--- config.mk ---
export PLATFORM = sky130hd
export DESIGN_NAME = demux_lanes_rx
export DESIGN_NICKNAME = d
export VERILOG_FILES = /design/src/rtl/demux_pkg.sv /design/src/rtl/demux_lanes_rx_lane_aligner.sv /design/src/rtl/demux_lanes_rx.sv
export SDC_FILE = /design/constraint.sdc
export NUM_CORES = 1
export LEC_CHECK = 0
export CORE_UTILIZATION = 35
export DETAILED_ROUTE_END_ITERATION = 16
export GPL_TIMING_DRIVEN = 0
export RECOVER_POWER = 50
export SETUP_SLACK_MARGIN = 0.3
export SLEW_MARGIN = 25
export SYNTH_ARGS = -nofsm -noshare
export SYNTH_HDL_FRONTEND = slang
export SYNTH_SLANG_ARGS = --single-unit
--- constraint.sdc ---
create_clock -name clk_4f -period 2.2 [get_ports clk_4f]
set_input_delay 0.44 -clock clk_4f [delete_from_list [all_inputs] [get_ports clk_4f]]
set_output_delay 0.44 -clock clk_4f [all_outputs]
set_load 0.02 [all_outputs]
--- src/rtl/demux_pkg.sv ---
// Shared types and constants for the 4-lane receive demultiplexer.
// Latency: n/a (declarations only).
// Backpressure: n/a.
package demux_pkg;

    localparam int         LANES         = 4;
    localparam int         SLOT_W        = 2;
    localparam logic [7:0] SYNC_BYTE_DEF = 8'hBC;

    typedef enum logic [1:0] {
        HUNT   = 2'd0,
        VERIFY = 2'd1,
        LOCKED = 2'd2
    } align_state_t;

    // An invalid word keeps the lane's previous payload but reports valid=0.
    function automatic logic [8:0] lane_word(input logic [8:0] w, input logic [7:0] prev_pay);
        return w[8] ? w : {1'b0, prev_pay};
    endfunction

endpackage

--- src/rtl/demux_lanes_rx_lane_aligner.sv ---
// Finds quad alignment from sync words: slot counter, HUNT/VERIFY/LOCKED FSM, miss tracking.
// Latency: slot/locked are registered; err and miss_last describe the word sampled this cycle.
// Backpressure: none, consumes one word every cycle unconditionally.
module lane_aligner
    import demux_pkg::*;
#(
    parameter logic [7:0] SYNC_BYTE  = SYNC_BYTE_DEF,
    parameter int          LOCK_COUNT = 4,
    parameter int          MISS_LIMIT = 3
) (
    input  logic              i_clk,
    input  logic              i_rst_n,
    input  logic [8:0]        i_dat,
    output logic [SLOT_W-1:0] o_slot,
    output logic              o_locked,
    output logic              o_err,
    output logic              o_miss_last
);

    localparam logic [3:0] LC = 4'(LOCK_COUNT);
    localparam logic [3:0] ML = 4'(MISS_LIMIT);

    align_state_t      r_state;
    align_state_t      w_state_nxt;
    logic [SLOT_W-1:0] r_slot;
    logic [SLOT_W-1:0] w_slot_nxt;
    logic [3:0]        r_cnt;
    logic [3:0]        w_cnt_nxt;
    logic [3:0]        r_miss;
    logic [3:0]        w_miss_nxt;
    logic              w_sync;
    logic              w_slot0;
    logic              w_err;
    logic              w_miss_last;
    logic [3:0]        w_cnt_inc;

    assign w_sync      = (i_dat == {1'b1, SYNC_BYTE});
    assign w_slot0     = (r_slot == '0);
    assign w_cnt_inc   = r_cnt + 4'd1;
    assign w_miss_last = (r_miss == ML - 4'd1);

    // State, slot and counter registers.
    always_ff @(posedge i_clk) begin
        if (!i_rst_n) begin
            r_state <= HUNT;
            r_slot  <= '0;
            r_cnt   <= '0;
            r_miss  <= '0;
        end else begin
            r_state <= w_state_nxt;
            r_slot  <= w_slot_nxt;
            r_cnt   <= w_cnt_nxt;
            r_miss  <= w_miss_nxt;
        end
    end

    // Next-state: the slot free-runs except when HUNT realigns it on a sync word.
    always_comb begin
        w_state_nxt = r_state;
        w_slot_nxt  = r_slot + 2'd1;
        w_cnt_nxt   = r_cnt;
        w_miss_nxt  = r_miss;
        w_err       = 1'b0;
        case (r_state)
            HUNT: begin
                if (w_sync) begin
                    w_slot_nxt  = 2'd1;
                    w_cnt_nxt   = 4'd1;
                    w_state_nxt = VERIFY;
                end
            end
            VERIFY: begin
                if (w_slot0) begin
                    if (w_sync) begin
                        w_cnt_nxt = w_cnt_inc;
                        if (w_cnt_inc == LC) begin
                            w_state_nxt = LOCKED;
                            w_miss_nxt  = '0;
                        end
                    end else begin
                        w_state_nxt = HUNT;
                        w_cnt_nxt   = '0;
                    end
                end
            end
            LOCKED: begin
                w_err = (w_sync && !w_slot0) || (i_dat[8] && !w_sync && w_slot0);
                if (w_err) begin
                    if (w_miss_last) begin
                        w_state_nxt = HUNT;
                        w_cnt_nxt   = '0;
                        w_miss_nxt  = '0;
                    end else begin
                        w_miss_nxt = r_miss + 4'd1;
                    end
                end else if (w_sync && w_slot0) begin
                    w_miss_nxt = '0;
                end
            end
            default: w_state_nxt = HUNT;
        endcase
    end

    assign o_slot      = r_slot;
    assign o_locked    = (r_state == LOCKED);
    assign o_err       = w_err;
    assign o_miss_last = w_miss_last;

endmodule

--- src/rtl/demux_lanes_rx.sv ---
// Serial 9-bit word stream to four aligned lanes; optional err_count under DEMUX_ERR_CNT_EN.
// Latency: slot-3 word on its lane 1 cycle after sampling, slot-0 word 4 cycles after.
// Backpressure: none; a quad is strobed every 4 cycles while locked, never partially.
module demux_lanes_rx
    import demux_pkg::*;
#(
    parameter logic [7:0] SYNC_BYTE  = SYNC_BYTE_DEF,
    parameter int          LOCK_COUNT = 4,
    parameter int          MISS_LIMIT = 3
) (
    input  logic        clk_4f,
    input  logic        reset,
    input  logic [8:0]  data_in,
    output logic [8:0]  data0,
    output logic [8:0]  data1,
    output logic [8:0]  data2,
    output logic [8:0]  data3,
    output logic        out_strobe,
    output logic        locked
`ifdef DEMUX_ERR_CNT_EN
    ,
    output logic [15:0] err_count
`endif
);

    logic [SLOT_W-1:0] w_slot;
    logic              w_locked;
    logic              w_err;
    logic              w_miss_last;
    logic              w_drop;
    logic [8:0]        r_stg0;
    logic [8:0]        r_stg1;
    logic [8:0]        r_stg2;
    logic [8:0]        r_data0;
    logic [8:0]        r_data1;
    logic [8:0]        r_data2;
    logic [8:0]        r_data3;
    logic              r_strobe;
    logic              r_full;

    lane_aligner #(
        .SYNC_BYTE  (SYNC_BYTE),
        .LOCK_COUNT (LOCK_COUNT),
        .MISS_LIMIT (MISS_LIMIT)
    ) u_aligner (
        .i_clk       (clk_4f),
        .i_rst_n     (reset),
        .i_dat       (data_in),
        .o_slot      (w_slot),
        .o_locked    (w_locked),
        .o_err       (w_err),
        .o_miss_last (w_miss_last)
    );

    // The error that exhausts the miss budget also cancels the quad in flight.
    assign w_drop = w_err && w_miss_last;

    // Staging and lane outputs; r_full marks a quad whose slot 0 was captured while locked.
    always_ff @(posedge clk_4f) begin
        if (!reset) begin
            r_stg0   <= '0;
            r_stg1   <= '0;
            r_stg2   <= '0;
            r_data0  <= '0;
            r_data1  <= '0;
            r_data2  <= '0;
            r_data3  <= '0;
            r_strobe <= 1'b0;
            r_full   <= 1'b0;
        end else begin
            r_strobe <= 1'b0;
            if (w_locked) begin
                case (w_slot)
                    2'd0: begin
                        r_stg0 <= data_in;
                        r_full <= 1'b1;
                    end
                    2'd1: r_stg1 <= data_in;
                    2'd2: r_stg2 <= data_in;
                    default: begin
                        r_full <= 1'b0;
                        if (r_full && !w_drop) begin
                            r_data0  <= lane_word(r_stg0, r_data0[7:0]);
                            r_data1  <= lane_word(r_stg1, r_data1[7:0]);
                            r_data2  <= lane_word(r_stg2, r_data2[7:0]);
                            r_data3  <= lane_word(data_in, r_data3[7:0]);
                            r_strobe <= 1'b1;
                        end
                    end
                endcase
            end else begin
                r_full <= 1'b0;
            end
        end
    end

    assign data0      = r_data0;
    assign data1      = r_data1;
    assign data2      = r_data2;
    assign data3      = r_data3;
    assign out_strobe = r_strobe;
    assign locked     = w_locked;

`ifdef DEMUX_ERR_CNT_EN
    logic [15:0] r_err_cnt;

    // Saturating count of misalignment errors seen while locked.
    always_ff @(posedge clk_4f) begin
        if (!reset) begin
            r_err_cnt <= '0;
        end else if (w_err && (r_err_cnt != 16'hFFFF)) begin
            r_err_cnt <= r_err_cnt + 16'd1;
        end
    end

    assign err_count = r_err_cnt;
`endif

endmodule
Word-level counts from Yosys, hierarchy flattened
Index checks and enable logic that the tools add are counted.

storage, ports and cells
  register bits = 77
  bits of input ports = 11
  output and inout bits = 38

operators by class
  add/sub/neg operators = 3
  eq/ne operators = 15
  mux-type cells = 29
  bitwise gates (word level) = 3
  reduce and logical (&&, ||, !) cells = 29

operators by type and width
  operator             count
  $mux 4               11
  $mux 9               4
  $mux 2               8
  $reduce_and 4->1     4
  $reduce_and 5->1     3
  $ne 2x1->1 const B   6
  $pmux 4 s3           1
  $eq 9x9->1 const B   1
  $add 4x1->4 const B  2
  $pmux 4 s2           1
  $reduce_and 2->1     4
  $logic_and 1x1->1    6
  $pmux 2 s3           1
  $reduce_or 5->1      1
  $eq 2x1->1 const B   2
  $eq 2x2->1 const B   2
  $eq 4x2->1 const B   1
  $eq 4x3->1 const B   1
  $logic_not 2->1      2
  $logic_not 1->1      3
  $ne 3x1->1 const B   1
  $ne 3x3->1 const B   1
  $not 1->1            3
  $reduce_and 3->1     1
  other kinds (8)      9

Depth between registers and ports, before layout
Gate-level depths: netlist (run 1).

  word-level depth = 10
  mapped depth = 9

Hierarchy
From an unflattened synthesis (run 1), not the netlist that was laid out.

unflattened totals
  cell total of the unflattened synthesis = 398
  area, all modules = 3517.1 um^2

modules (own cells, without submodules)
  module          instances  cells an instance  area an instance (um^2)
  demux_lanes_rx  1          293                2652.5
  lane_aligner    1          105                864.6

Worst setup path after synthesis (run 1)
Ideal clock, no wire load.

  kind = register to register
  start point = register u_aligner.r_miss[0]
  end point = register u_aligner.r_cnt[0]
  setup time = 0.122 ns
  data arrival time = 1.862 ns
  data required time = 2.078 ns
  slack = 0.216 ns
  stages on the path, launching flop included = 7
  period minus slack after synthesis = 1.984 ns
  path through = dfxtp_1 > inv_1 > ha_1 > or3b_4 > a221o_1 > a311o_4 > o311a_1

on the way
  word-level cells in the longest chain between the ends = 3

ends and longest elaborated chain
  element                            line                               RTL
  start: declaration                 demux_lanes_rx_lane_aligner.sv:29  logic [3:0] r_miss;
  start signal: assignment           demux_lanes_rx_lane_aligner.sv:53  r_miss <= w_miss_nxt;
  $eq 4x2->1                         demux_lanes_rx_lane_aligner.sv:40  assign w_miss_last = (r_miss == ML - 4'd1);
  $ne 2x1->1 (no source line)        n/a
  $reduce_and 5->1 (no source line)  n/a
  end signal: assignment             demux_lanes_rx_lane_aligner.sv:52  r_cnt <= w_cnt_nxt;
  end: declaration                   demux_lanes_rx_lane_aligner.sv:27  logic [3:0] r_cnt;

Every way passes these cells.
A chain may end at the register's enable or synchronous reset.

Worst setup path after layout (run 1)
  start point = register u_aligner.r_slot[0] (netlist: u_aligner.o_slot[0])
  end point = register r_data3[6] (netlist: data3[6])

on the way
  word-level cells in the longest chain between the ends = 9
  elaborated cells between the ends (all ways) = 14
  classes of those cells = 2 x eq/ne; 1 x mux; 1 x bitwise; 10 x reduce/logical

ends and longest elaborated chain
  element                              line                               RTL
  start: declaration                   demux_lanes_rx_lane_aligner.sv:25  logic [SLOT_W-1:0] r_slot;
  start signal: assignment             demux_lanes_rx_lane_aligner.sv:51  r_slot <= w_slot_nxt;
  $logic_not 2->1 *                    demux_lanes_rx_lane_aligner.sv:38  assign w_slot0 = (r_slot == '0);
  via u_aligner.w_slot0                demux_lanes_rx_lane_aligner.sv:32  logic w_slot0;
  $logic_not 1->1                      demux_lanes_rx_lane_aligner.sv:87  w_err = (w_sync && !w_slot0) || (i_dat[8] && !w_sync && w_slot0);
  $logic_and 1x1->1                    demux_lanes_rx_lane_aligner.sv:87
  $logic_or 1x1->1                     demux_lanes_rx_lane_aligner.sv:87
  $mux 1                               demux_lanes_rx_lane_aligner.sv:64  case (r_state)
  $logic_and 1x1->1                    demux_lanes_rx.sv:56               assign w_drop = w_err && w_miss_last;
  $logic_not 1->1                      demux_lanes_rx.sv:82               if (r_full && !w_drop) begin
  $logic_and 1x1->1                    demux_lanes_rx.sv:82
  $reduce_and 4->1 (no source line) *  n/a
  end signal: assignment               demux_lanes_rx.sv:86               r_data3 <= lane_word(data_in, r_data3[7:0]);
  end: declaration                     demux_lanes_rx.sv:37               logic [8:0] r_data3;

Mark *: on every way through the listed nets, which the timed path passes. The rest lies on a longest branch.

==> summary.txt, run 1 <==
Setup path
  • CP Data Required Time: 2.43 ns
  • CP Max Fanout: 10
  • Startpoint type of the worst setup path: register
  • Worst reg2reg path depth: 9
  • Worst path cell trace: inv_1, ha_1, inv_2, nand4_4, a21o_2, buf_4, buf_6, nand3_1, a21oi_1
  • Critical path type: register to register
  • Worst Setup SP: u_aligner.o_slot[0]$_SDFF_PN0_
  • Reg-to-reg slack, setup: ~0.22 ns
  • Worst path arrival time: around 2.2 ns
  • Largest stage delay on the critical path: about 0.38 ns
  • Worst r2r dst: data3[6]$_SDFFE_PN0P_
  • Critical Path End: data3[6]$_SDFFE_PN0P_
  • Origin of the critical flop-to-flop path: u_aligner.o_slot[0]$_SDFF_PN0_
  • Slowest CP cell: dfxtp_1
  • Worst setup EP type: register

Synth
  • Syn_nets: 430
  • Yosys top cell by area: dfxtp_1
  • Adder-Cell Fraction of Synth Area: under 10%
  • Synth Area in Compound Gates: a little over a fifth
  • Yosys cell types: 46
  • #FFs+latches synth: 77
  • Largest family of logic cells by synthesized area: simple AND/OR/NAND/NOR gates
  • Post-synth top area share: between 40 and 50%
  • Post-synthesis instance area: between 3000 and 4000 µm²
  • Post-synthesis sequential area ratio: ~46%
  • Syn avg cell area: 8.24 µm²
  • Post-synthesis simple-gate area fraction: approximately 22%
  • Xor/xnor cell area share of the yosys netlist: less than 1%
  • Most area-consuming cells after synthesis: dfxtp_1, nand3_1, a21oi_1, o21ai_0, ha_1
  • EDFF count, synth: 0
  • Count leader, synth: dfxtp_1
  • Synth Flop Type: dfxtp_1
  • Async SR Flop Fraction: 0%
  • Post-synthesis mux area share: 0.597%
  • Cells after Synth: about 400
  • Synth top cells by count: dfxtp_1, nand3_1, a21oi_1
  • Synthesis Warnings: 0

STA
  • RSZ-0062 raised after global routing: true
  • Final setup viols: 0
  • Fin Clk Skew: ~0.0091 ns
  • Period utilisation layout: approximately nine tenths
  • Worst-Margin Slew: roughly 0.56 ns
  • Fin. max-slew vios: 0
  • Final min period: between 1.5 and 2 ns
  • Max frequency: roughly 500 MHz
  • Slew Limit Headroom: between 60% and 70%
  • Setup TNS: 0 ns
  • Worst hold margin: 0.459 ns
  • Final Hold Viols: 0

Route
  • Routed len/inst: 15.7 µm
  • Post-detailed-routing wire length: about 9.5 mm
  • Via count: around 3200
  • DRC: 0
  • Detailed Routing Iterations Pass 1: 5
  • Initial DRC Count: between 150 and 200
  • Post-route ant nets: 0
  • Via/cell ratio: between 5 and 6

Placement
  • Post-placement cell area: ~4000 µm²
  • Hpwl dp: 6.51 mm
  • GP Congestion: approximately 0.8
  • I/O Buffers: 48
  • Number of instances in the placed design: a little under 600

Clocking
  • CTS tree: yes
  • Clock Tree Root: clkbuf_8
  • H-Tree Depth: 3
  • Clk Latency, worst-skew pair: around 0.37 ns
  • Number of clock sinks: slightly below 80
  • CTS Buf Count: 9
  • Clock slew at reported path FFs: about 0.090 ns
  • Longest Clk Path Bufs: 2
  • Cts hold-fix bufs: 0

Die
  • DIE AREA: between 9000 and 10000 µm²
  • IO Pins: between 40 and 50
  • Starting density of the core: 36.3%
  • Core area: slightly above 9000 µm²
  • Row count: 35
  • Height of the chip: about 100 µm
  • Die Width: approximately 100 µm

Pwr
  • PD cells: 780 nW/µm²
  • Lkg Pwr: between 1.5 and 2 nW
  • Worst vdd ir: roughly 0.39 mV

Cells and area
  • Layout filler cell count: 950
  • Final Instance Area: around 4400 µm²
  • Ant diodes: 0
  • Final Util: approximately 47%
  • Area growth, synth to finish: 30.0%
  • Layout cell share with drive strength beyond 1: around 14%
  • Nets: 496
  • Fin cells: between 600 and 700

Min path
  • Hold Crit Depth: 2
  • Hold Crit Class: register to register

Global routing
  • Vias in the first global route: between 3000 and 4000
  • Total congestion overflow: 0
  • First-pass GRT wire length: about 15 mm
  • Antenna violations before repair: 0
  • GRT Util Overall: approximately 20%
  • Largest net degree at the start of global routing: 16

Run
  • Max Cap Viol: 0

Outcome
  • Status: completed
## final cells by class
type                    instances  area, µm²  share of cell area [%]
clock buffers                   9        124                    2.84
inverters                      10       37.5                   0.861
plain buffers                  31        176                    4.05
well taps                     129        161                    3.70
clock inverters                 7       57.6                    1.32
repair buffers                 55        523                    12.0
flip-flops and latches         77       1550                    35.4
multi-input cells             289       1730                    39.8
## metal layers
layer	wire length, µm	global-route usage, %
met1	4450	25.7
met2	4460	33.2
met3	442	5.01
met4	170	5.77
met5	0	0
## critical path, delay by kind of cell, from the launching register on
family	cells	cell delay (ns)
AO/OA/AOI/OAI	2	0.34
adder cells (fa/ha/maj)	1	0.28
buffers and inverters	4	0.57
flip-flops	1	0.38
AND/OR/NAND/NOR	2	0.27
## cells by family (layout without fill, tap and decap cells)
kind of cell,count (synthesis),count (layout)
AO/OA/AOI/OAI,130,130
XOR/XNOR,1,1
adder cells (fa/ha/maj),12,12
buffers and inverters,41,112
flip-flops,77,77
multiplexers,2,2
AND/OR/NAND/NOR,144,144
## worst min path at each step
| stage | startpoint | endpoint | slack (ns) |
|---|---|---|---|
| after global placement | r_stg2[7]$_SDFFE_PN0P_ | r_stg2[7]$_SDFFE_PN0P_ | 0.44 |
| after global routing | r_stg0[3]$_SDFFE_PN0P_ | r_stg0[3]$_SDFFE_PN0P_ | 0.48 |
| after detailed placement | r_stg1[3]$_SDFFE_PN0P_ | r_stg1[3]$_SDFFE_PN0P_ | 0.45 |
| after CTS | r_stg1[3]$_SDFFE_PN0P_ | r_stg1[3]$_SDFFE_PN0P_ | 0.46 |
| after floorplan | r_stg0[0]$_SDFFE_PN0P_ | r_stg0[0]$_SDFFE_PN0P_ | 0.44 |
| final | r_stg1[3]$_SDFFE_PN0P_ | r_stg1[3]$_SDFFE_PN0P_ | 0.46 |
## registers in the layout (all words and copies together), names as in the netlist
| name | count |
|---|---|
| data0 | 9 |
| r_full | 1 |
| r_stg0 | 9 |
| data2 | 9 |
| data3 | 9 |
| out_strobe | 1 |
| u_aligner.r_state | 2 |
| r_stg2 | 9 |
| u_aligner.o_slot | 2 |
| u_aligner.r_cnt | 4 |
| u_aligner.r_miss | 4 |
| data1 | 9 |
| r_stg1 | 9 |
## power by group
| group | switching (W) | leakage [nW] | internal (W) |
|---|---|---|---|
| logic | 0.000567 | 0.894 | 0.000314 |
| registers | 0.0000499 | 0.623 | 0.00146 |
| clock network | 0.000589 | 0.0881 | 0.000425 |
## cells in the final DEF (no fill, tap or decap), types with 3 or more instances in the layout
master / synthesis / final
clkbuf_1: 20 / 14
nand2_1: 40 / 39
dfxtp_1: 77 / 74
o211ai_1: 4 / 4
nand3_1: 72 / 68
ha_1: 12 / 12
clkbuf_4: 0 / 3
dlygate4sd2_1: 0 / 4
clkdlybuf4s15_2: 0 / 4
dlygate4sd3_1: 0 / 38
o21ai_1: 0 / 7
buf_6: 0 / 3
dfxtp_2: 0 / 3
o21ai_0: 42 / 35
nand3_2: 0 / 4
nor2_1: 5 / 4
a21oi_1: 67 / 65
and3_1: 5 / 5
buf_4: 1 / 7
inv_1: 10 / 8
clkbuf_2: 0 / 8
clkbuf_8: 0 / 10
## metrics by stage
stage | power [W] | setup slack, ns
after floorplan | 0.00212 | 0.231
after global placement | 0.00233 | -0.646
after detailed placement | 0.00235 | -0.682
after CTS | 0.00340 | 0.237
after global routing | 0.00357 | 0.111
final | 0.00340 | 0.222
## what timing repair did
| item | CTS | global route |
|---|---|---|
| endpoints found under the setup margin | 67 | 66 |
| gates resized for setup | 55 | 24 |
| pin swaps | 5 | 1 |
| gates cloned | 0 | 0 |
| setup buffers | 6 | 1 |
Note: power is estimated with default switching activity, not from simulation.
==> inputs of run 2 (changes only) <==
--- a/config.mk
+++ b/config.mk
@@ -5,6 +5,7 @@
 export SDC_FILE = /design/constraint.sdc
 export NUM_CORES = 1
 export LEC_CHECK = 0
+export ABC_AREA = 1
 export CORE_UTILIZATION = 35
 export DETAILED_ROUTE_END_ITERATION = 16
 export GPL_TIMING_DRIVEN = 0
==> run 2 against run 1 <==
Against the previous run: clock skew grew 0.0011 ns; non-clock buffer count shrank 6; first-iteration DRC count shrank 19%; largest power group unchanged; sequential power shrank 5%; die area grew 1.6%; sequential share of layout area shrank 0.52 points; critical endpoint is now data1[6]$_SDFFE_PN0P_; largest cell class unchanged; clock power grew 20%.
==> summary.txt, run 2 <==
Cells and area
  • Commonest non-fill, non-tap cell in the layout: nor2_1
  • Layout filler cell count: ~940
  • Commonest non-fill, non-tap cells in the layout: nor2_1, nand2_1, dfxtp_1
  • Ant diodes: 0
  • Area growth, synth to finish: 29.5%
  • Layout cell share with drive strength beyond 1: a little over a tenth
  • Final Instance Area: between 4000 and 5000 µm²
  • Nets: 570

Run
  • Max Cap Viol: 0

Die
  • Core area: around 9300 µm²
  • Row count: 35
  • IO Pins: just under 50
  • DIE AREA: between 10000 and 15000 µm²
  • Starting density of the core: approximately 37%
  • Height of the chip: a little over 100 µm
  • Die Width: between 100 and 150 µm

Pwr
  • Lkg Pwr: ~2.2 nW
  • PD cells: roughly 640 nW/µm²
  • Worst vdd ir: 0.404 mV

Placement
  • Hpwl dp: 5.56 mm
  • Post-placement cell area: just over 4000 µm²
  • I/O Buffers: 47
  • GP Congestion: between 0.8 and 0.9

Synth
  • Syn avg cell area: roughly 7.2 µm²
  • Yosys cell types: 27
  • Synthesis Warnings: 0
  • Synth top cells by count: nor2_1, nand2_1, dfxtp_1
  • Post-synthesis instance area: 3410 µm²
  • EDFF count, synth: 0
  • Most area-consuming cells after synthesis: dfxtp_1, nor2_1, nand2_1, inv_1, o21ai_0
  • Synth Area in Compound Gates: 8.48%
  • Xor/xnor cell area share of the yosys netlist: less than 1%
  • #FFs+latches synth: 77
  • Post-synthesis simple-gate area fraction: 31.1%
  • Cells after Synth: ~470
  • Yosys top cell by area: dfxtp_1
  • Post-synthesis sequential area ratio: between 40 and 50%
  • Post-synthesis mux area share: 0%
  • Synth Flop Type: dfxtp_1
  • Post-synth top area share: 45.2%
  • Syn_nets: a little under 500
  • Largest family of logic cells by synthesized area: simple AND/OR/NAND/NOR gates
  • Async SR Flop Fraction: 0%
  • Adder-Cell Fraction of Synth Area: between 4 and 5%
  • Count leader, synth: nor2_1

Global routing
  • Largest net degree at the start of global routing: 15
  • GRT Util Overall: 17.0%
  • Vias in the first global route: 2792
  • Antenna violations before repair: 0
  • Total congestion overflow: 0
  • First-pass GRT wire length: around 13 mm

Setup path
  • CP Data Required Time: about 2.5 ns
  • Worst path arrival time: roughly 2.2 ns
  • Critical path type: primary input to register
  • Startpoint type of the worst setup path: primary input
  • CP Max Fanout: 10
  • Worst setup EP type: register

Route
  • Initial DRC Count: 134
  • Met1 WL: roughly 4 mm
  • Top Metal Used: met4
  • Routed wl met2: 3.56 mm
  • Via count: between 3000 and 4000
  • Routed len/inst: 11.7 µm
  • Post-route ant nets: 0
  • DR WL met3: 337 µm
  • Detailed Routing Iterations Pass 1: 4
  • Post-detailed-routing wire length: 8.00 mm
  • DRC: 0
  • Via/cell ratio: 4.50

Clocking
  • CTS tree: yes
  • Number of clock sinks: 77
  • Clock slew at reported path FFs: about 0.09 ns
  • H-Tree Depth: 3
  • Clock Tree Root: clkbuf_8
  • CTS Buf Count: 9
  • Clk Latency, worst-skew pair: 0.35 ns
  • Longest Clk Path Bufs: 2
  • Cts hold-fix bufs: 0

STA
  • Setup TNS: 0 ns
  • Worst-Margin Slew: between 0.5 and 0.6 ns
  • Final min period: 1.94 ns
  • RSZ-0062 raised after global routing: true
  • Final Hold Viols: 0
  • Fin Clk Skew: 0.0102 ns
  • Final setup viols: 0
  • Max frequency: approximately 520 MHz
  • Slew Limit Headroom: 62.5%
  • Fin. max-slew vios: 0
  • Period utilisation layout: roughly 88%

Min path
  • Hold Crit Class: primary input to register

Outcome
  • Status: completed
[run 2: cell count changes after synthesis, moves of 10 or more]
cell | before | now
a21oi_1 | 67 | 19
clkbuf_1 | 20 | 10
inv_1 | 10 | 62
nand2_1 | 40 | 93
nand3_1 | 72 | 9
nor2_1 | 5 | 119
o21ai_0 | 42 | 32
[run 2: kinds of logic after synthesis]
kind of cell,Yosys count
xor+xnor,3
buf+inv,82
fa+ha+maj,12
simple gates,243
compound gates,56
flops,77
[run 2: worst paths after layout]
kind	from	endpoint	slack, ns	cells past startpoint
worst max register to register	u_aligner.r_state[0]$_SDFFE_PN0P_	r_stg2[6]$_SDFFE_PN0P_	0.38	8
worst max-delay path	data_in[0]	data1[6]$_SDFFE_PN0P_	0.26	12
worst min-delay path	data_in[6]	data3[6]$_SDFFE_PN0P_	0.41	3
worst min register to register	data2[8]$_SDFFE_PN0P_	data2[8]$_SDFFE_PN0P_	0.46	2
[run 2: metal layers]
layer	global-route usage (%)	vias to the layer above
li1	-	1601
met1	23.0	1390
met2	27.0	66
met3	3.47	9
met4	5.91	0
met5	0	-
[run 2: metrics by stage]
step | power [W] | worst slack [ns] | hold WS (ns) | util, % | std cells
finish | 0.00282 | 0.265 | 0.406 | 47.3 | 681
global route | 0.00294 | 0.158 | 0.427 | 47.3 | 681
CTS | 0.00283 | 0.321 | 0.469 | 46.5 | 674
detailed placement | 0.00164 | -0.265 | 0.457 | 43.3 | 649
global placement | 0.00164 | -0.262 | 0.458 | 43.3 | 649
floorplan | 0.00157 | 0.414 | 0.449 | - | 473
[run 2: final cells by class]
type                       instances  area, µm²  area share, %
buffer                            17        101           2.30
inverter                          65        244           5.53
timing repair buffer              63        598           13.6
clock buffer                       9        124           2.81
tap                              129        161           3.66
sequential                        77       1540           34.9
multi-input combinational        314       1550           35.0
clock inverter                     7       96.3           2.18
[run 2: repair_timing]
item,in CTS,in global routing
resized for setup,8,15
setup endpoints to repair,63,67
pin swaps,0,1
hold endpoints to repair,0,0
buffers inserted,9,7
[run 2: power breakdown]
| group | internal (W) | switching, W | total [W] |
|---|---|---|---|
| clock | 0.000645 | 0.000561 | 0.00121 |
| sequential | 0.00141 | 0.0000167 | 0.00143 |
| combinational | 0.0000693 | 0.000122 | 0.000192 |
[run 2: worst max-delay path: stages]
cell and delay [ns]:
dlygate4sd3_1 0.56, inv_1 0.11, nand2_1 0.09, nor2_4 0.11, nand2_2 0.07, nand3_2 0.07
nand2_2 0.10, nand2_4 0.16, nand4_4 0.15, buf_6 0.18, nor2_1 0.10, nor2_1 0.05
==> inputs of run 3 (changes only) <==
--- a/config.mk
+++ b/config.mk
@@ -6,12 +6,13 @@
 export NUM_CORES = 1
 export LEC_CHECK = 0
 export ABC_AREA = 1
-export CORE_UTILIZATION = 35
+export CORE_UTILIZATION = 53
+export CTS_BUF_LIST = sky130_fd_sc_hd__clkbuf_16
 export DETAILED_ROUTE_END_ITERATION = 16
 export GPL_TIMING_DRIVEN = 0
+export PLACE_DENSITY = 0.78
 export RECOVER_POWER = 50
 export SETUP_SLACK_MARGIN = 0.3
-export SLEW_MARGIN = 25
 export SYNTH_ARGS = -nofsm -noshare
 export SYNTH_HDL_FRONTEND = slang
 export SYNTH_SLANG_ARGS = --single-unit
==> run 3 against run 2 <==
Against the previous run: clock skew shrank 0.0047 ns; global-route usage grew 9.4 points; die area shrank 33%; critical path type unchanged; largest cell class unchanged.
==> summary.txt, run 3 (same netlist as run 2, synthesis figures left out) <==
Outcome
  • Status: completed

Die
  • Core area: between 6000 and 7000 µm²
  • DIE AREA: 6750 µm²
  • Starting density of the core: a little under three fifths
  • Row count: 28
  • IO Pins: 49
  • Die Width: between 80 and 90 µm
  • Height of the chip: approximately 80 µm

Route
  • Via count: approximately 3100
  • Routed len/inst: between 10 and 15 µm
  • Detailed Routing Iterations Pass 1: 4
  • Initial DRC Count: roughly 250
  • Post-route ant nets: 0
  • DRC: 0
  • Via/cell ratio: around 5.0
  • Post-detailed-routing wire length: a little under 8 mm

Cells and area
  • Area growth, synth to finish: 28.4%
  • Layout cell share with drive strength beyond 1: roughly 10%
  • Fin cells: between 600 and 700
  • Nets: around 570
  • Commonest non-fill, non-tap cell in the layout: nor2_1
  • Final Util: around 72%
  • Ant diodes: 0
  • Commonest non-fill, non-tap cells in the layout: nor2_1, nand2_1, dfxtp_1

STA
  • Max frequency: 529 MHz
  • Fin Clk Skew: between 0.005 and 0.006 ns
  • Fin. max-slew vios: 0
  • Final Hold Viols: 0
  • Final setup viols: 0
  • Worst-Margin Slew: 0.494 ns
  • Setup TNS: 0 ns
  • Period utilisation layout: 85.9%
  • Slew Limit Headroom: about two thirds
  • Worst hold margin: 0.422 ns
  • RSZ-0062 raised after global routing: true
  • Final min period: 1.89 ns

Setup path
  • Worst path cell trace: dlygate4sd3_1, nand3_1, a21oi_2, nand3_4, o21ai_1, nor2_1
  • Reg-to-reg slack, setup: slightly below 0.4 ns
  • Startpoint type of the worst setup path: primary input
  • Worst r2r dst: u_aligner.r_cnt[3]$_SDFFE_PN0P_
  • Origin of the critical flop-to-flop path: u_aligner.r_state[0]$_SDFFE_PN0P_
  • Slowest CP cell: dlygate4sd3_1
  • CP Data Required Time: between 2 and 2.5 ns
  • Worst setup EP type: register
  • Largest stage delay on the critical path: approximately 0.74 ns
  • Worst reg2reg path depth: 9
  • Worst path arrival time: about 2.1 ns
  • CP Max Fanout: 7
  • Critical path type: primary input to register

Pwr
  • PD cells: 671 nW/µm²
  • Lkg Pwr: roughly 2.2 nW
  • Worst vdd ir: approximately 0.51 mV

Min path
  • Hold Crit Depth: 3
  • Worst Hold Endpoint: data3[0]$_SDFFE_PN0P_
  • Min-delay src: data_in[0]
  • Hold Crit Class: primary input to register

Placement
  • GP Congestion: 0.858
  • Number of instances in the placed design: just under 600
  • I/O Buffers: 47
  • Hpwl dp: roughly 5.4 mm

Clocking
  • Clk Latency, worst-skew pair: approximately 0.33 ns
  • H-Tree Depth: 3
  • CTS Buf Count: 9
  • Cts hold-fix bufs: 0
  • CTS tree: yes
  • Number of clock sinks: 77
  • Clock Tree Root: clkbuf_16
  • Longest Clk Path Bufs: 2
  • Clock slew at reported path FFs: roughly 0.06 ns

Run
  • Max Cap Viol: 0

Global routing
  • Largest net degree at the start of global routing: 14
  • Vias in the first global route: 2933
  • Antenna violations before repair: 0
  • GRT Util Overall: approximately a quarter
  • Total congestion overflow: 0
  • First-pass GRT wire length: approximately 13 mm
run 3: cell count changes in the layout (fill, tap and decap cells not counted), sizes merged:
cell / before / now
dlygate4sd3: 28 / 31
clkinvlp: 0 / 2
bufinv: 2 / 0
buf: 23 / 20
clkdlybuf4s50: 12 / 7
dlymetal6s2s: 1 / 3
run 3: layout make-up:
class	count	area, µm²
inverter	65	244
clock inverter	7	41.3
multi-input combinational	314	1550
sequential	77	1540
timing repair buffer	60	578
buffer	17	101
tap	75	93.8
fill	515	1690
clock buffer	9	225
run 3: how the worst max path moves through the flow:
stage          depth (start not counted)                              end  slack (ns)                              start
3_3_place_gp                          11            data2[0]$_SDFFE_PN0P_       -0.21                         data_in[2]
6_report                               6  u_aligner.r_cnt[3]$_SDFFE_PN0P_        0.31                         data_in[8]
2_1_floorplan                         11            data1[6]$_SDFFE_PN0P_        0.41  u_aligner.r_state[0]$_SDFFE_PN0P_
5_1_grt                                8           r_stg1[6]$_SDFFE_PN0P_        0.16  u_aligner.r_state[0]$_SDFFE_PN0P_
4_1_cts                               10            data2[8]$_SDFFE_PN0P_        0.31  u_aligner.r_state[0]$_SDFFE_PN0P_
3_5_place_dp                          11            data1[7]$_SDFFE_PN0P_       -0.24                         data_in[2]
run 3: report_power, final:
group / total, W / leakage, nW / internal [W] / switching, W
Clock: 0.00132 / 0.130 / 0.000754 / 0.000569
Combinational: 0.000185 / 1.43 / 0.0000639 / 0.000121
Sequential: 0.00143 / 0.621 / 0.00141 / 0.0000162
Total: 0.00294 / 2.18 / 0.00223 / 0.000706
run 3: critical path: cells and delay by family:
family | cells | cell delay, ns
buffers and inverters | 1 | 0.74
AO/OA/AOI/OAI | 2 | 0.47
AND/OR/NAND/NOR | 3 | 0.46
run 3: what timing repair did:
item                       in CTS  in global routing
pin swaps                       1                  2
resized for setup               8                 19
cloned                          0                  2
setup endpoints to repair      66                 69
setup buffers                  10                  1
run 3: per-layer routing:
metal  global-route usage, %  routed length [µm]  up-vias
li1                        -                   -     1594
met1                    31.9                3360     1399
met2                    44.8                3760       92
met3                    4.84                 534       20
met4                    13.5                 223        0
met5                       0                   0        -
run 3: through the flow:
stage                     power [W]  instance area, µm²  setup slack [ns]
after CTS                   0.00294                4320             0.310
final                       0.00294                4370             0.310
after global placement      0.00163                3970            -0.206
after detailed placement    0.00164                3970            -0.235
after floorplan             0.00157                3410             0.414
after global routing        0.00303                4370             0.162
